$ cat src/rtl/median_pkg.sv
// ---------------------------------------------------------------------------
// median_pkg
// Shared definitions for the 3x3 median collector: default pixel width,
// window geometry, FSM state encoding and the window-slot index helpers.
// ---------------------------------------------------------------------------
package median_pkg;

    localparam int          PIX_W_DEF  = 8;
    localparam int          WIN_SIZE   = 9;
    localparam int          MEDIAN_IDX = 4;
    localparam logic [8:0]  FULL_MASK  = 9'h1FF;

    typedef enum logic [1:0] {
        COLLECT = 2'd0,
        SORT    = 2'd1,
        EMIT    = 2'd2
    } state_t;

    // 2'b10 (-2) is outside the -1..1 window and never addresses a slot.
    function automatic logic offset_legal(input logic [1:0] offset);
        return offset != 2'b10;
    endfunction

    // Slot index (y+1)*3 + (x+1), evaluated in 4-bit unsigned after
    // sign-extension so that -1 maps to column/row 0.
    function automatic logic [3:0] slot_index(input logic [1:0] x, input logic [1:0] y);
        logic [3:0] xe;
        logic [3:0] ye;
        xe = {{2{x[1]}}, x} + 4'd1;
        ye = {{2{y[1]}}, y} + 4'd1;
        return ye * 4'd3 + xe;
    endfunction

endpackage

$ cat src/rtl/offset_delay.sv
// ---------------------------------------------------------------------------
// offset_delay
// READ_LAT-deep shift register aligning the window offset stream with the
// pixel RAM read data.
//   clk, reset          : clock, synchronous active-high reset (clears valid)
//   windowValid         : offset stream valid from the window counter
//   countX, countY      : signed 2-bit column/row offsets
//   vD, xD, yD          : the same triple delayed by READ_LAT cycles
// ---------------------------------------------------------------------------
module offset_delay #(
    parameter int READ_LAT = 1
) (
    input  logic       clk,
    input  logic       reset,
    input  logic       windowValid,
    input  logic [1:0] countX,
    input  logic [1:0] countY,
    output logic       vD,
    output logic [1:0] xD,
    output logic [1:0] yD
);

    logic [READ_LAT-1:0] v_pipe;
    logic [1:0]          x_pipe [READ_LAT];
    logic [1:0]          y_pipe [READ_LAT];

    // NOTE: sequential state is always assigned with <= so every stage
    // samples the value its neighbour held before the edge.
    always_ff @(posedge clk) begin
        if (reset) begin
            v_pipe <= '0;
        end else begin
            v_pipe[0] <= windowValid;
            for (int i = 1; i < READ_LAT; i++) begin
                v_pipe[i] <= v_pipe[i-1];
            end
        end
    end

    // NOTE: offset payload needs no reset; it is only consumed while the
    // reset-cleared valid bit travelling beside it is high.
    always_ff @(posedge clk) begin
        x_pipe[0] <= countX;
        y_pipe[0] <= countY;
        for (int i = 1; i < READ_LAT; i++) begin
            x_pipe[i] <= x_pipe[i-1];
            y_pipe[i] <= y_pipe[i-1];
        end
    end

    assign vD = v_pipe[READ_LAT-1];
    assign xD = x_pipe[READ_LAT-1];
    assign yD = y_pipe[READ_LAT-1];

endmodule

$ cat src/rtl/window_median_collector.sv
// ---------------------------------------------------------------------------
// window_median_collector
// Pairs returned pixels with their 3x3 window slot, and once all nine slots
// are filled runs a 9-phase odd-even transposition sort and emits the median.
//   clk, reset   : clock, synchronous active-high reset
//   windowValid  : offset stream valid (undelayed, from the window counter)
//   countX/Y     : signed column/row offsets, -1..1
//   pixelIn      : RAM read data, valid READ_LAT cycles after its address
//   medianOut    : median of the last completed window, held between results
//   medianValid  : one-cycle pulse when medianOut updates
//   busy         : high while sorting or emitting
//   overrun      : sticky, a sample arrived while busy and was dropped
// ---------------------------------------------------------------------------
module window_median_collector
    import median_pkg::*;
#(
    parameter int PIX_W    = PIX_W_DEF,
    parameter int READ_LAT = 1
) (
    input  logic             clk,
    input  logic             reset,
    input  logic             windowValid,
    input  logic [1:0]       countX,
    input  logic [1:0]       countY,
    input  logic [PIX_W-1:0] pixelIn,
    output logic [PIX_W-1:0] medianOut,
    output logic             medianValid,
    output logic             busy,
    output logic             overrun
);

    logic       vD;
    logic [1:0] xD;
    logic [1:0] yD;

    offset_delay #(.READ_LAT(READ_LAT)) u_offset_delay (
        .clk         (clk),
        .reset       (reset),
        .windowValid (windowValid),
        .countX      (countX),
        .countY      (countY),
        .vD          (vD),
        .xD          (xD),
        .yD          (yD)
    );

    state_t           state;
    state_t           state_next;
    logic [8:0]       mask;
    logic [3:0]       phase;
    logic             vd_prev;
    logic [PIX_W-1:0] s        [WIN_SIZE];
    logic [PIX_W-1:0] s_sorted [WIN_SIZE];

    logic [3:0] idx;
    logic [8:0] hit;
    logic       sample_ok;
    logic       window_done;

    assign idx         = slot_index(xD, yD);
    assign hit         = 9'b1 << idx;
    assign sample_ok   = vD && offset_legal(xD) && offset_legal(yD);
    assign window_done = sample_ok && ((mask | hit) == FULL_MASK);
    assign busy        = (state != COLLECT);

    // One transposition phase: even phases pair (0,1)..(6,7), odd phases
    // pair (1,2)..(7,8). Pairs are disjoint, so all swaps read the old array.
    // NOTE: every always_comb output gets a default first so no path leaves
    // it unassigned and no latch is inferred.
    always_comb begin
        s_sorted = s;
        for (int i = 0; i < WIN_SIZE - 1; i++) begin
            if (((i % 2) == 1) == phase[0] && s[i] > s[i+1]) begin
                s_sorted[i]   = s[i+1];
                s_sorted[i+1] = s[i];
            end
        end
    end

    always_comb begin
        state_next = state;
        case (state)
            COLLECT: if (window_done)  state_next = SORT;
            SORT:    if (phase == 4'd8) state_next = EMIT;
            EMIT:    state_next = COLLECT;
            default: state_next = COLLECT;
        endcase
    end

    always_ff @(posedge clk) begin
        if (reset) state <= COLLECT;
        else       state <= state_next;
    end

    always_ff @(posedge clk) begin
        if (reset) begin
            mask        <= '0;
            phase       <= '0;
            vd_prev     <= 1'b0;
            medianOut   <= '0;
            medianValid <= 1'b0;
            overrun     <= 1'b0;
        end else begin
            vd_prev     <= vD;
            medianValid <= 1'b0;
            case (state)
                COLLECT: begin
                    if (window_done) begin
                        mask  <= FULL_MASK;
                        phase <= '0;
                    end else if (sample_ok) begin
                        mask <= mask | hit;
                    end else if (vd_prev && !vD) begin
                        // Stream ended before the window filled: discard it.
                        mask <= '0;
                    end
                end
                SORT: phase <= phase + 4'd1;
                EMIT: begin
                    medianOut   <= s[MEDIAN_IDX];
                    medianValid <= 1'b1;
                    mask        <= '0;
                end
                default: mask <= '0;
            endcase
            if (busy && vD) overrun <= 1'b1;
        end
    end

    // Slot storage has no reset: a slot is only read after the mask shows
    // it was written in the current window.
    always_ff @(posedge clk) begin
        if (state == COLLECT && sample_ok) begin
            s[idx] <= pixelIn;
        end else if (state == SORT) begin
            s <= s_sorted;
        end
    end

endmodule
$ cat config.mk
export PLATFORM = sky130hd
export DESIGN_NAME = window_median_collector
export DESIGN_NICKNAME = d
export VERILOG_FILES = /design/src/rtl/median_pkg.sv /design/src/rtl/offset_delay.sv /design/src/rtl/window_median_collector.sv
export SDC_FILE = /design/constraint.sdc
export NUM_CORES = 1
export LEC_CHECK = 0
export ABC_AREA = 1
export CAP_MARGIN = 20
export CORE_UTILIZATION = 44
export CTS_CLUSTER_SIZE = 28
export DETAILED_ROUTE_END_ITERATION = 8
export GPL_TIMING_DRIVEN = 0
export HOLD_SLACK_MARGIN = 0.08
export MAX_ROUTING_LAYER = met4
export SLEW_MARGIN = 20
export SYNTH_ARGS = -nofsm -noshare
export SYNTH_HDL_FRONTEND = slang
export SYNTH_HIERARCHICAL = 1
export SYNTH_SLANG_ARGS = --single-unit
$ cat constraint.sdc
create_clock -name clk -period 3.9 [get_ports clk]
set_input_delay 1.17 -clock clk [delete_from_list [all_inputs] [get_ports clk]]
set_output_delay 1.17 -clock clk [all_outputs]
set_load 0.01 [all_outputs]
==> flow_summary.yaml, run 1 <==
status:
  status: "complete, no violations"
sta:
  maxSlewViolCount: 0
  setup_viol: 0
  setup_ws_ns: 0.2813
  final_min_period_over_clock_period: 0.9279
  finalHoldWorstSlack_ns: 0.4711
  max_freq_mhz: 276.3
  final_setup_tns_ns: 0
  timing.final.hold_violations: 0
  rsz0062_at_grt: "no"
  post-route-min-period_ns: 3.619
  fin_worst_skew_ns: 0.009697
  tightest_slew_ns: 0.8298
  timing.max_slew.rel_slack: 0.4468
floorplanning:
  die-area_um2: 16070
  core_area_um2: 15200
  placementRows: 45
  ioPinCount: 26
  die-height_um: 126.8
  starting_density_of_the_core: 0.4507
  die_w_um: 126.8
synthesis:
  area_contributors_post_synth: "edfxtp_1, ha_1, dfxtp_1"
  synthDistinctLibCells: 44
  asyncSetResetFlopFracSynth: 0
  synth_fp_nets: 868
  synth_ff_type: "edfxtp_1"
  synth_cells: 779
  synth_enable_flop_cells: 72
  synth_top_area_cell: "edfxtp_1"
  netlist.area_leader.share: 0.3156
  synth.ff_latch_count: 103
  post_synth_instance_area_um2: 6852
  synth.yosys.warnings: 6
  syn-mean-instance-area_um2: 8.795
  synth.yosys.seq_area_share: 0.4061
critical_path:
  r2r.worst_path.cells: 14
  crit_path_class: "reg -> reg"
  critPathRequiredTime_ns: 3.89
  worstPathMaxFanout: 10
  cp-start-kind: "flop"
  r2r-end: "s[69]"
  slack_of_the_worst_reg_to_reg_path_ns: 0.28
  worst_r2r_startpoint: "u_offset_delay/y_pipe[0][0]"
  timing.critical_path.arrival_ns: 3.61
  worstSetupStartpoint: "u_offset_delay/y_pipe[0][0]"
  setup.worst_path.end_class: "flop"
  endpoint_of_the_most_critical_setup_path: "s[69]"
clock_tree:
  clock_insertion_delay_worst_skew_ns: 0.36
  cts-root-buf: "clkbuf_16"
  clock_tree.buffer_depth: 2
  inserted_clock_buffers: 9
  ctsHtreeMaxLevel: 3
  clkSinkCount: 103
  post_cts_buffers: 0
  worst_path_clk_slew_ns: 0.07
  post_cts_hold_buffer_count: 0
  cts_tree: "built"
global_route:
  antenna_found_initial: 0
  grt.total_usage: 0.2661
  grt_pass1_vias: 5926
  grt_pass1_wl_um: 31440
  globalRouteOverflowTotal: 0
  grt_max_degree: 17
route:
  highest-signal-layer: "met4"
  detail_route.drc_violations: 0
  routedLengthMet1_um: 8690
  met2WireLength_um: 9145
  wirelength_um: 19660
  routed_wire_length_per_instance_um: 19.50
  drt_pass1_iterations: 6
  vias_per_cell: 5.871
  initialDrtViolationCount: 543
  met3RoutedLength_um: 1372
  drt.antenna.violating_nets: 0
  routed-via-count: 5918
cells_and_area:
  final_nets: 904
  drive_gt1_frac: 0.09390
  finalInstanceArea_um2: 7636
  antenna_cells_inserted: 0
  flow.area_growth_from_synthesis_pct: 11.45
pwr:
  power.total_mw: 2.481
  power_leakage_nw: 3.269
  vdd.ir_drop.worst_uv: 200.3
  power-per-cell-area_nw_per_um2: 324.9
placed_design:
  port-buffer-count: 25
  detailed_place.area_um2: 7337
  hpwlAfterDp_um: 14870
  finalWeightedCongestion: 0.8987
  dp_slack_ns: 0.01858
min_path:
  worst_hold_path_type: "reg -> reg"
job:
  maxCapViolations: 0
==> kinds of logic after synthesis <==
family / share of synthesized area
buffers and inverters: 0.08802
and+or+nand+nor: 0.1963
DFF: 0.4061
AOI/OAI and AO/OA: 0.1733
adders and majority gates: 0.1362
==> cells in the mapped netlist, types with 8 or more instances <==
| cell | instances |
|---|---|
| a21oi_1 | 48 |
| buf_2 | 9 |
| clkbuf_1 | 11 |
| dfxtp_1 | 31 |
| edfxtp_1 | 72 |
| ha_1 | 73 |
| inv_1 | 124 |
| inv_2 | 9 |
| nand2_1 | 115 |
| nand2_2 | 8 |
| nand3_1 | 40 |
| nand4_1 | 15 |
| nor2_1 | 32 |
| o211ai_1 | 9 |
| o21ai_0 | 57 |
| o221ai_1 | 14 |
| o22ai_1 | 42 |
| o32ai_1 | 8 |
==> metrics by stage <==
stage	std cells	utilization
final	1008	0.5023
after CTS	1008	0.5021
after detailed placement	992	0.4826
after floorplan	779	-
after global routing	1008	0.5023
after global placement	992	0.4826
==> worst max-delay path, cell delays in order (launching register included) <==
cell and delay [ns]:
dfxtp_1 0.37, inv_1 0.11, ha_1 0.33, inv_1 0.06, nand2_1 0.08, nand2_1 0.11, nand2_1 0.08, nand2_1 0.07
ha_1 0.13, inv_1 0.04, fa_1 0.71, inv_2 0.16, nor2_8 0.18, nand3_4 0.17, o22ai_1 0.63
==> routing by layer <==
metal,GRT usage,vias up
met5,-,-
met4,0.09874,0
met3,0.04724,35
met2,0.4231,261
met1,0.3397,2812
li1,-,2810
==> final cells by class <==
cell class / count / area [µm²]
plain buffers: 23 / 97.59
clock buffers: 13 / 282.8
repair buffers: 25 / 250.2
multi-input cells: 519 / 3468
inverters: 134 / 505.5
fillers: 1470 / 7566
flip-flops and latches: 103 / 2783
well taps: 188 / 235.2
clock inverters: 3 / 13.76
==> cell usage in the layout (no fill, tap or decap), types with 3 or more instances in the layout <==
master,synthesis,routed
clkbuf_1,11,13
nor2_4,5,5
o32ai_1,8,8
o21ai_1,2,3
nand2_4,5,5
nand3_4,6,6
o21a_1,3,3
a21oi_1,48,48
or2_2,3,3
buf_1,3,3
o211ai_1,9,9
nor3_1,4,4
nand4_1,15,15
nand2_1,115,115
o21bai_1,3,3
edfxtp_1,72,72
dfxtp_1,31,31
inv_2,9,9
nor2_1,32,31
nand3_1,40,40
nand2_2,8,8
ha_1,73,73
clkdlybuf4s50_1,0,25
o22ai_1,42,42
clkbuf_16,0,11
nand3_2,5,5
buf_2,9,9
o221ai_1,14,14
nor2_2,2,3
inv_1,124,124
o21ai_0,57,56
==> report_power, final <==
part | internal [mW] | total (mW) | switching [mW]
Combinational | 0.110 | 0.350 | 0.240
Sequential | 1.18 | 1.20 | 0.0127
Clock | 0.508 | 0.935 | 0.427
Total | 1.80 | 2.48 | 0.679
==> sequential cells by signal (all words and copies together) (netlist names) <==
name,flops
medianValid,1
medianOut,8
vd_prev,1
phase,4
state,2
overrun,1
u_offset_delay/vD,1
s,72
mask,9
u_offset_delay/x_pipe,2
u_offset_delay/y_pipe,2
==> worst min-delay path by stage <==
| stage | slack, ns | to | start | depth (start not counted) |
|---|---|---|---|---|
| global route | 0.49 | mask[7] | mask[7] | 2 |
| global placement | 0.45 | mask[4] | mask[4] | 2 |
| detailed placement | 0.46 | mask[7] | mask[7] | 2 |
| floorplan | 0.44 | vd_prev | u_offset_delay/vD | 2 |
| finish | 0.47 | mask[0] | mask[0] | 2 |
| CTS | 0.47 | mask[7] | mask[7] | 2 |
==> repair_timing <==
| item | CTS | global route |
|---|---|---|
| endpoints found under the setup margin | 0 | 8 |
| endpoints found under the hold margin | 0 | 0 |
| resized for setup | 0 | 1 |
Note: power is estimated with default switching activity, not from simulation.
==> run 2: changes to the inputs <==
Settings changed: HOLD_SLACK_MARGIN 0.08 to 0.05.
==> results of run 2 <==
The final DEF is identical to that of run 1; final timing and power are the same.
